**src/rtl/spi_target_stream.sv**
```systemverilog
// SPI target (slave) with a configurable word width, mode and bit order, running entirely in the clk domain.
// It provides full-duplex word streams with valid/ready handshakes and reports overrun, underrun and abort events.
module spi_target_stream #(
  parameter int unsigned               DATA_WIDTH  = 8,
  parameter bit                        CPOL        = 1'b0,
  parameter bit                        CPHA        = 1'b0,
  parameter bit                        MSB_FIRST   = 1'b1,
  parameter int unsigned               SYNC_STAGES = 2,
  parameter logic [DATA_WIDTH-1:0]     TX_IDLE     = '0
) (
  input  logic                  clk,
  input  logic                  reset,
  input  logic                  sclk,
  input  logic                  cs,
  input  logic                  mosi,
  output logic                  miso,
  input  logic [DATA_WIDTH-1:0] tx_data,
  input  logic                  tx_valid,
  output logic                  tx_ready,
  output logic [DATA_WIDTH-1:0] rx_data,
  output logic                  rx_valid,
  input  logic                  rx_ready,
  output logic                  rx_overrun,
  output logic                  tx_underrun,
  output logic                  frame_abort,
  output logic                  busy
);

  localparam int unsigned    CW       = $clog2(DATA_WIDTH);
  localparam logic [CW-1:0]  LAST_BIT = CW'(DATA_WIDTH - 1);

  logic [SYNC_STAGES-1:0] sclk_sync_q, cs_sync_q, mosi_sync_q;
  logic                   sclk_prev_q, cs_prev_q;
  logic                   sclk_s, cs_s, mosi_s;

  always_ff @(posedge clk or negedge reset) begin
    if (!reset) begin
      sclk_sync_q <= {SYNC_STAGES{CPOL}};
      cs_sync_q   <= '1;
      mosi_sync_q <= '0;
      sclk_prev_q <= CPOL;
      cs_prev_q   <= 1'b1;
    end else begin
      sclk_sync_q <= {sclk_sync_q[SYNC_STAGES-2:0], sclk};
      cs_sync_q   <= {cs_sync_q[SYNC_STAGES-2:0], cs};
      mosi_sync_q <= {mosi_sync_q[SYNC_STAGES-2:0], mosi};
      sclk_prev_q <= sclk_s;
      cs_prev_q   <= cs_s;
    end
  end

  assign sclk_s = sclk_sync_q[SYNC_STAGES-1];
  assign cs_s   = cs_sync_q[SYNC_STAGES-1];
  assign mosi_s = mosi_sync_q[SYNC_STAGES-1];

  logic lead_edge, trail_edge, cs_act, cs_fall, cs_rise, sample_edge, shift_edge;

  assign lead_edge   = (sclk_s != sclk_prev_q) && (sclk_prev_q == CPOL);
  assign trail_edge  = (sclk_s != sclk_prev_q) && (sclk_prev_q != CPOL);
  assign cs_act      = !cs_s;
  assign cs_fall     = cs_prev_q && !cs_s;
  assign cs_rise     = !cs_prev_q && cs_s;
  assign sample_edge = cs_act && (CPHA ? trail_edge : lead_edge);
  assign shift_edge  = cs_act && (CPHA ? lead_edge : trail_edge);

  function automatic logic first_bit(input logic [DATA_WIDTH-1:0] w);
    return MSB_FIRST ? w[DATA_WIDTH-1] : w[0];
  endfunction

  function automatic logic [DATA_WIDTH-1:0] advance(input logic [DATA_WIDTH-1:0] w);
    return MSB_FIRST ? (w << 1) : (w >> 1);
  endfunction

  logic [CW-1:0]         bit_cnt_q, bit_cnt_d;
  logic [DATA_WIDTH-1:0] rx_shift_q, rx_shift_d, rx_data_q, rx_data_d;
  logic [DATA_WIDTH-1:0] hold_q, hold_d, tx_shift_q, tx_shift_d;
  logic                  rx_valid_q, rx_valid_d, hold_full_q, hold_full_d, miso_q, miso_d;
  logic                  rx_overrun_q, rx_overrun_d, tx_underrun_q, tx_underrun_d;
  logic                  frame_abort_q, frame_abort_d;
  logic [DATA_WIDTH-1:0] rx_next, tx_word;
  logic                  word_done, tx_load;

  always_comb begin
    bit_cnt_d     = bit_cnt_q;
    rx_shift_d    = rx_shift_q;
    rx_data_d     = rx_data_q;
    rx_valid_d    = rx_valid_q;
    hold_d        = hold_q;
    hold_full_d   = hold_full_q;
    tx_shift_d    = tx_shift_q;
    miso_d        = miso_q;
    rx_overrun_d  = 1'b0;
    tx_underrun_d = 1'b0;
    frame_abort_d = 1'b0;

    rx_next   = MSB_FIRST ? {rx_shift_q[DATA_WIDTH-2:0], mosi_s}
                          : {mosi_s, rx_shift_q[DATA_WIDTH-1:1]};
    word_done = sample_edge && (bit_cnt_q == LAST_BIT);
    tx_word   = hold_full_q ? hold_q : TX_IDLE;
    // Mode 0/2 preloads on cs fall and at each word-boundary shift edge; mode 1/3 on the first leading edge of a word.
    tx_load   = CPHA ? (shift_edge && bit_cnt_q == '0)
                     : (cs_fall || (shift_edge && bit_cnt_q == '0));

    if (sample_edge) begin
      rx_shift_d = rx_next;
      bit_cnt_d  = word_done ? '0 : bit_cnt_q + 1'b1;
    end

    if (!cs_act) begin
      bit_cnt_d = '0;
      if (cs_rise && bit_cnt_q != '0) begin
        frame_abort_d = 1'b1;
        rx_shift_d    = '0;
      end
    end

    if (word_done) begin
      if (!rx_valid_q || rx_ready) begin
        rx_data_d  = rx_next;
        rx_valid_d = 1'b1;
      end else begin
        rx_overrun_d = 1'b1;
      end
    end else if (rx_valid_q && rx_ready) begin
      rx_valid_d = 1'b0;
    end

    if (tx_load) begin
      miso_d        = first_bit(tx_word);
      tx_shift_d    = advance(tx_word);
      hold_full_d   = 1'b0;
      tx_underrun_d = !hold_full_q;
    end else if (shift_edge) begin
      miso_d     = first_bit(tx_shift_q);
      tx_shift_d = advance(tx_shift_q);
    end

    if (tx_valid && !hold_full_q) begin
      hold_d      = tx_data;
      hold_full_d = 1'b1;
    end

    if (!cs_act) miso_d = 1'b0;
  end

  always_ff @(posedge clk or negedge reset) begin
    if (!reset) begin
      bit_cnt_q     <= '0;
      rx_shift_q    <= '0;
      rx_data_q     <= '0;
      rx_valid_q    <= 1'b0;
      hold_q        <= '0;
      hold_full_q   <= 1'b0;
      tx_shift_q    <= '0;
      miso_q        <= 1'b0;
      rx_overrun_q  <= 1'b0;
      tx_underrun_q <= 1'b0;
      frame_abort_q <= 1'b0;
    end else begin
      bit_cnt_q     <= bit_cnt_d;
      rx_shift_q    <= rx_shift_d;
      rx_data_q     <= rx_data_d;
      rx_valid_q    <= rx_valid_d;
      hold_q        <= hold_d;
      hold_full_q   <= hold_full_d;
      tx_shift_q    <= tx_shift_d;
      miso_q        <= miso_d;
      rx_overrun_q  <= rx_overrun_d;
      tx_underrun_q <= tx_underrun_d;
      frame_abort_q <= frame_abort_d;
    end
  end

  assign miso        = miso_q;
  assign tx_ready    = !hold_full_q;
  assign rx_data     = rx_data_q;
  assign rx_valid    = rx_valid_q;
  assign rx_overrun  = rx_overrun_q;
  assign tx_underrun = tx_underrun_q;
  assign frame_abort = frame_abort_q;
  assign busy        = cs_act;

endmodule

```
**config.mk**
```make
export PLATFORM = sky130hd
export DESIGN_NAME = spi_target_stream
export DESIGN_NICKNAME = d
export VERILOG_FILES = /design/src/rtl/spi_target_stream.sv
export SDC_FILE = /design/constraint.sdc
export NUM_CORES = 1
export LEC_CHECK = 0
export BUFFER_PORTS_ARGS = -buffer_cell sky130_fd_sc_hd__clkbuf_2
export CAP_MARGIN = 20
export CORE_MARGIN = 8
export CORE_UTILIZATION = 41
export CTS_CLUSTER_SIZE = 8
export DETAILED_ROUTE_END_ITERATION = 6
export GPL_TIMING_DRIVEN = 0
export HOLD_SLACK_MARGIN = 0.06
export PLACE_DENSITY_LB_ADDON = 0.12
export SYNTH_ARGS = -nofsm -noshare
export SYNTH_HDL_FRONTEND = slang
export SYNTH_SLANG_ARGS = --single-unit
export TNS_END_PERCENT = 50
```
**constraint.sdc**
```tcl
create_clock -name clk -period 1.4 [get_ports clk]
set_clock_uncertainty 0.1 [all_clocks]
set_input_delay 0.14 -clock clk [delete_from_list [all_inputs] [get_ports clk]]
set_output_delay 0.14 -clock clk [all_outputs]
set_load 0.01 [all_outputs]
```
==> results_dict.tcl <==
set metrics [dict create \
    post-place-ws_ns -0.1920 \
    grt_pass1_vias 1352 \
    hold_viol_final 0 \
    num-nets-final 225 \
    clk_latency_ns 0.31 \
    synth.largest_area_cell "dfrtp_1" \
    yosys-top-cells-area "dfrtp_1, mux2_2, mux2i_1" \
    yosys.cell_count.top_type "dfrtp_1" \
    coreArea_um2 4414 \
    syn_area_per_cell_um2 12.50 \
    ir_drop_uv 714.1 \
    ant_nets 0 \
    wirelength_mm 3.561 \
    status "finished with violations" \
    cts.sinks 47 \
    syn_inst 152 \
    clk_path_buf_depth 2 \
    layout_min_cycle_time_ns 1.473 \
    holdPathStages 3 \
    final_area_um2 2526 \
    final_util 0.5723 \
    rows 24 \
    clock.fmax_ghz 0.6788 \
    worstPathRequired_ns 1.51 \
    first_iter_violations 29 \
    slew_violations 0 \
    drtPass1Iterations 4 \
    htree_levels 2 \
    netlist_top_cells_count "dfrtp_1, nand2_1, mux2_2, o21ai_0, a21oi_1" \
    reg2reg_to "miso" \
    drc 0 \
    synth_edf_count 0 \
    p_per_area_nw_per_um2 1307 \
    io_pins 30 \
    r2r_start "bit_cnt_q[0]" \
    tightest_slew_ns 0.6382 \
    synthToLayoutAreaGrowth_pct 33.00 \
    min_period_over_period 1.052 \
    cp_slowest_cell "dfrtp_1" \
    die_area_um2 7066 \
    cts_tree "yes" \
    die_y_um 84.06 \
    dpl-instance-area_um2 2142 \
    die_w_um 84.06 \
    gp_congestion 0.7178 \
    clk_pin_slew_ns 0.09 \
    setup_viol 15 \
    avgRoutedWirePerCell_um 13.70 \
    layout-drive-gt1-share 0.3990 \
    ys_seq_elements 47 \
    path_max_fanout 5 \
    grt_setup_unrepaired "true" \
    hp-start "rx_ready" \
    rrSetupSlack_ns -0.07 \
    synth_nets 170 \
    grt_max_degree 25 \
    yosys.area.top_type_share 0.5797 \
    cp.arrival_ns 1.58 \
    max_stage_delay_ns 0.41 \
    ys_types 26 \
    grt_overflow 0 \
    start_kind "flop" \
    ff2ff_path_depth 6 \
    failed_checks "negative setup slack" \
    vias 1271 \
    synthFlopType "dfrtp_1" \
    dpl.hpwl_mm 2.495 \
    max_cap_viol_count 0 \
    antenna_cells 0 \
    syn_area_um2 1899 \
    crit_type "reg2reg" \
    slew_headroom 0.5745 \
    crit_cells 6 \
    path_delay_family "flip-flops" \
    fin_ws_ns -0.07309 \
    grt_antenna_before_repair 0 \
    p_leak_nw 1.212 \
    ys_seq_area_frac 0.6212 \
    critPathBufInv 2 \
    initial_core_util 0.4303 \
    holdPathEnd "rx_overrun" \
    cts_buffers 5 \
    cts_root_buf "clkbuf_8" \
    dp.cells 234 \
    critical_path.cell_chain "inv_2 > ha_4 > a21oi_4 > buf_6 > or3_1 > o31ai_1" \
    layoutNonFillerInstCount 260 \
    synth_warnings 0 \
    critPathCaptureType "flop" \
    async_reset_ff_frac 1.000 \
    hold_class "in2reg" \
    grt_pass1_wl_mm 6.299 \
    via_per_inst 4.888 \
    io_buffers 29 \
    grt_usage 0.1099 \
]
[report_power, final]
part	internal (W)	leakage [nW]	switching [W]
Sequential	0.00159	0.603	0.000132
Combinational	0.000314	0.551	0.000255
Clock	0.000541	0.0587	0.000475
[cell usage in the layout (no fill, tap or decap), types with 5 or more instances in the layout]
| cell type | n |
|---|---|
| a21oi_1 | 8 |
| nor2_1 | 5 |
| mux2_2 | 8 |
| mux2_4 | 8 |
| clkbuf_2 | 29 |
| clkbuf_8 | 5 |
| mux2i_1 | 8 |
| dlygate4sd3_1 | 12 |
| o21ai_1 | 5 |
| and2_1 | 7 |
| nand2_1 | 18 |
| o21ai_0 | 8 |
| dfrtp_1 | 44 |
| buf_4 | 5 |
[stage by stage]
stage | hold WS (ns) | TNS [ns] | power [W]
finish | 0.1075 | -0.5486 | 0.003303
global route | 0.1211 | -1.812 | 0.003500
CTS | 0.09457 | -0.7211 | 0.003323
detailed placement | 0.09079 | -1.769 | 0.002250
global placement | 0.1273 | -1.142 | 0.002206
floorplan | -0.2556 | -0.02029 | 0.002066
[cell type report]
type / instances / area, um2
well taps: 52 / 65.06
repair buffers: 48 / 341.6
clock inverters: 3 / 47.55
multi-input cells: 93 / 750.7
fillers: 376 / 1888
flip-flops and latches: 47 / 1180
inverters: 5 / 18.77
clock buffers: 5 / 68.82
plain buffers: 7 / 53.80
[sequential cells by signal, indices dropped and copies added (netlist names), 2 cells and up]
signal,cells
bit_cnt_q,3
rx_shift_q,7
mosi_sync_q,2
sclk_sync_q,2
cs_sync_q,2
tx_shift_q,7
rx_data,8
hold_q,8
[how the worst max path moves through the flow]
stage | from | end
finish | bit_cnt_q[0] | miso
global route | bit_cnt_q[1] | tx_shift_q[3]
CTS | bit_cnt_q[1] | miso
detailed placement | bit_cnt_q[0] | tx_shift_q[7]
global placement | bit_cnt_q[0] | tx_shift_q[7]
floorplan | bit_cnt_q[0] | miso
[per-layer routing]
metal,up-vias,global-route usage,part of all wire
li1,618,-,-
met5,-,0,0
met4,0,0.05181,0.019
met2,26,0.1762,0.48
met3,7,0.05566,0.068
met1,620,0.1170,0.44
[worst reg2reg max path, cell delays in order, from the launching register on]
cell	delay, ns
dfrtp_1	0.41
inv_2	0.09
ha_4	0.15
a21oi_4	0.06
buf_6	0.13
or3_1	0.36
o31ai_1	0.07
[repair_timing]
item / CTS / global route
endpoints found under the setup margin: 25 / 28
gates resized for setup: 18 / 19
gates cloned: 1 / 0
hold buffers: 12 / 0
buffers inserted: 3 / 2
pin swaps: 2 / 4
hold endpoints to repair: 31 / 0
[kinds of logic (layout without fill, tap and decap cells)]
| kind of cell | Yosys count | in the layout | synth area share |
|---|---|---|---|
| compound gates | 26 | 26 | 0.07444 |
| xor+xnor | 1 | 1 | 0.004612 |
| fa+ha+maj | 3 | 3 | 0.01976 |
| buf+inv | 12 | 68 | 0.02766 |
| flops | 47 | 47 | 0.6212 |
| mux | 24 | 24 | 0.1370 |
| simple gates | 39 | 39 | 0.1153 |
(Power assumes the default switching activity.)
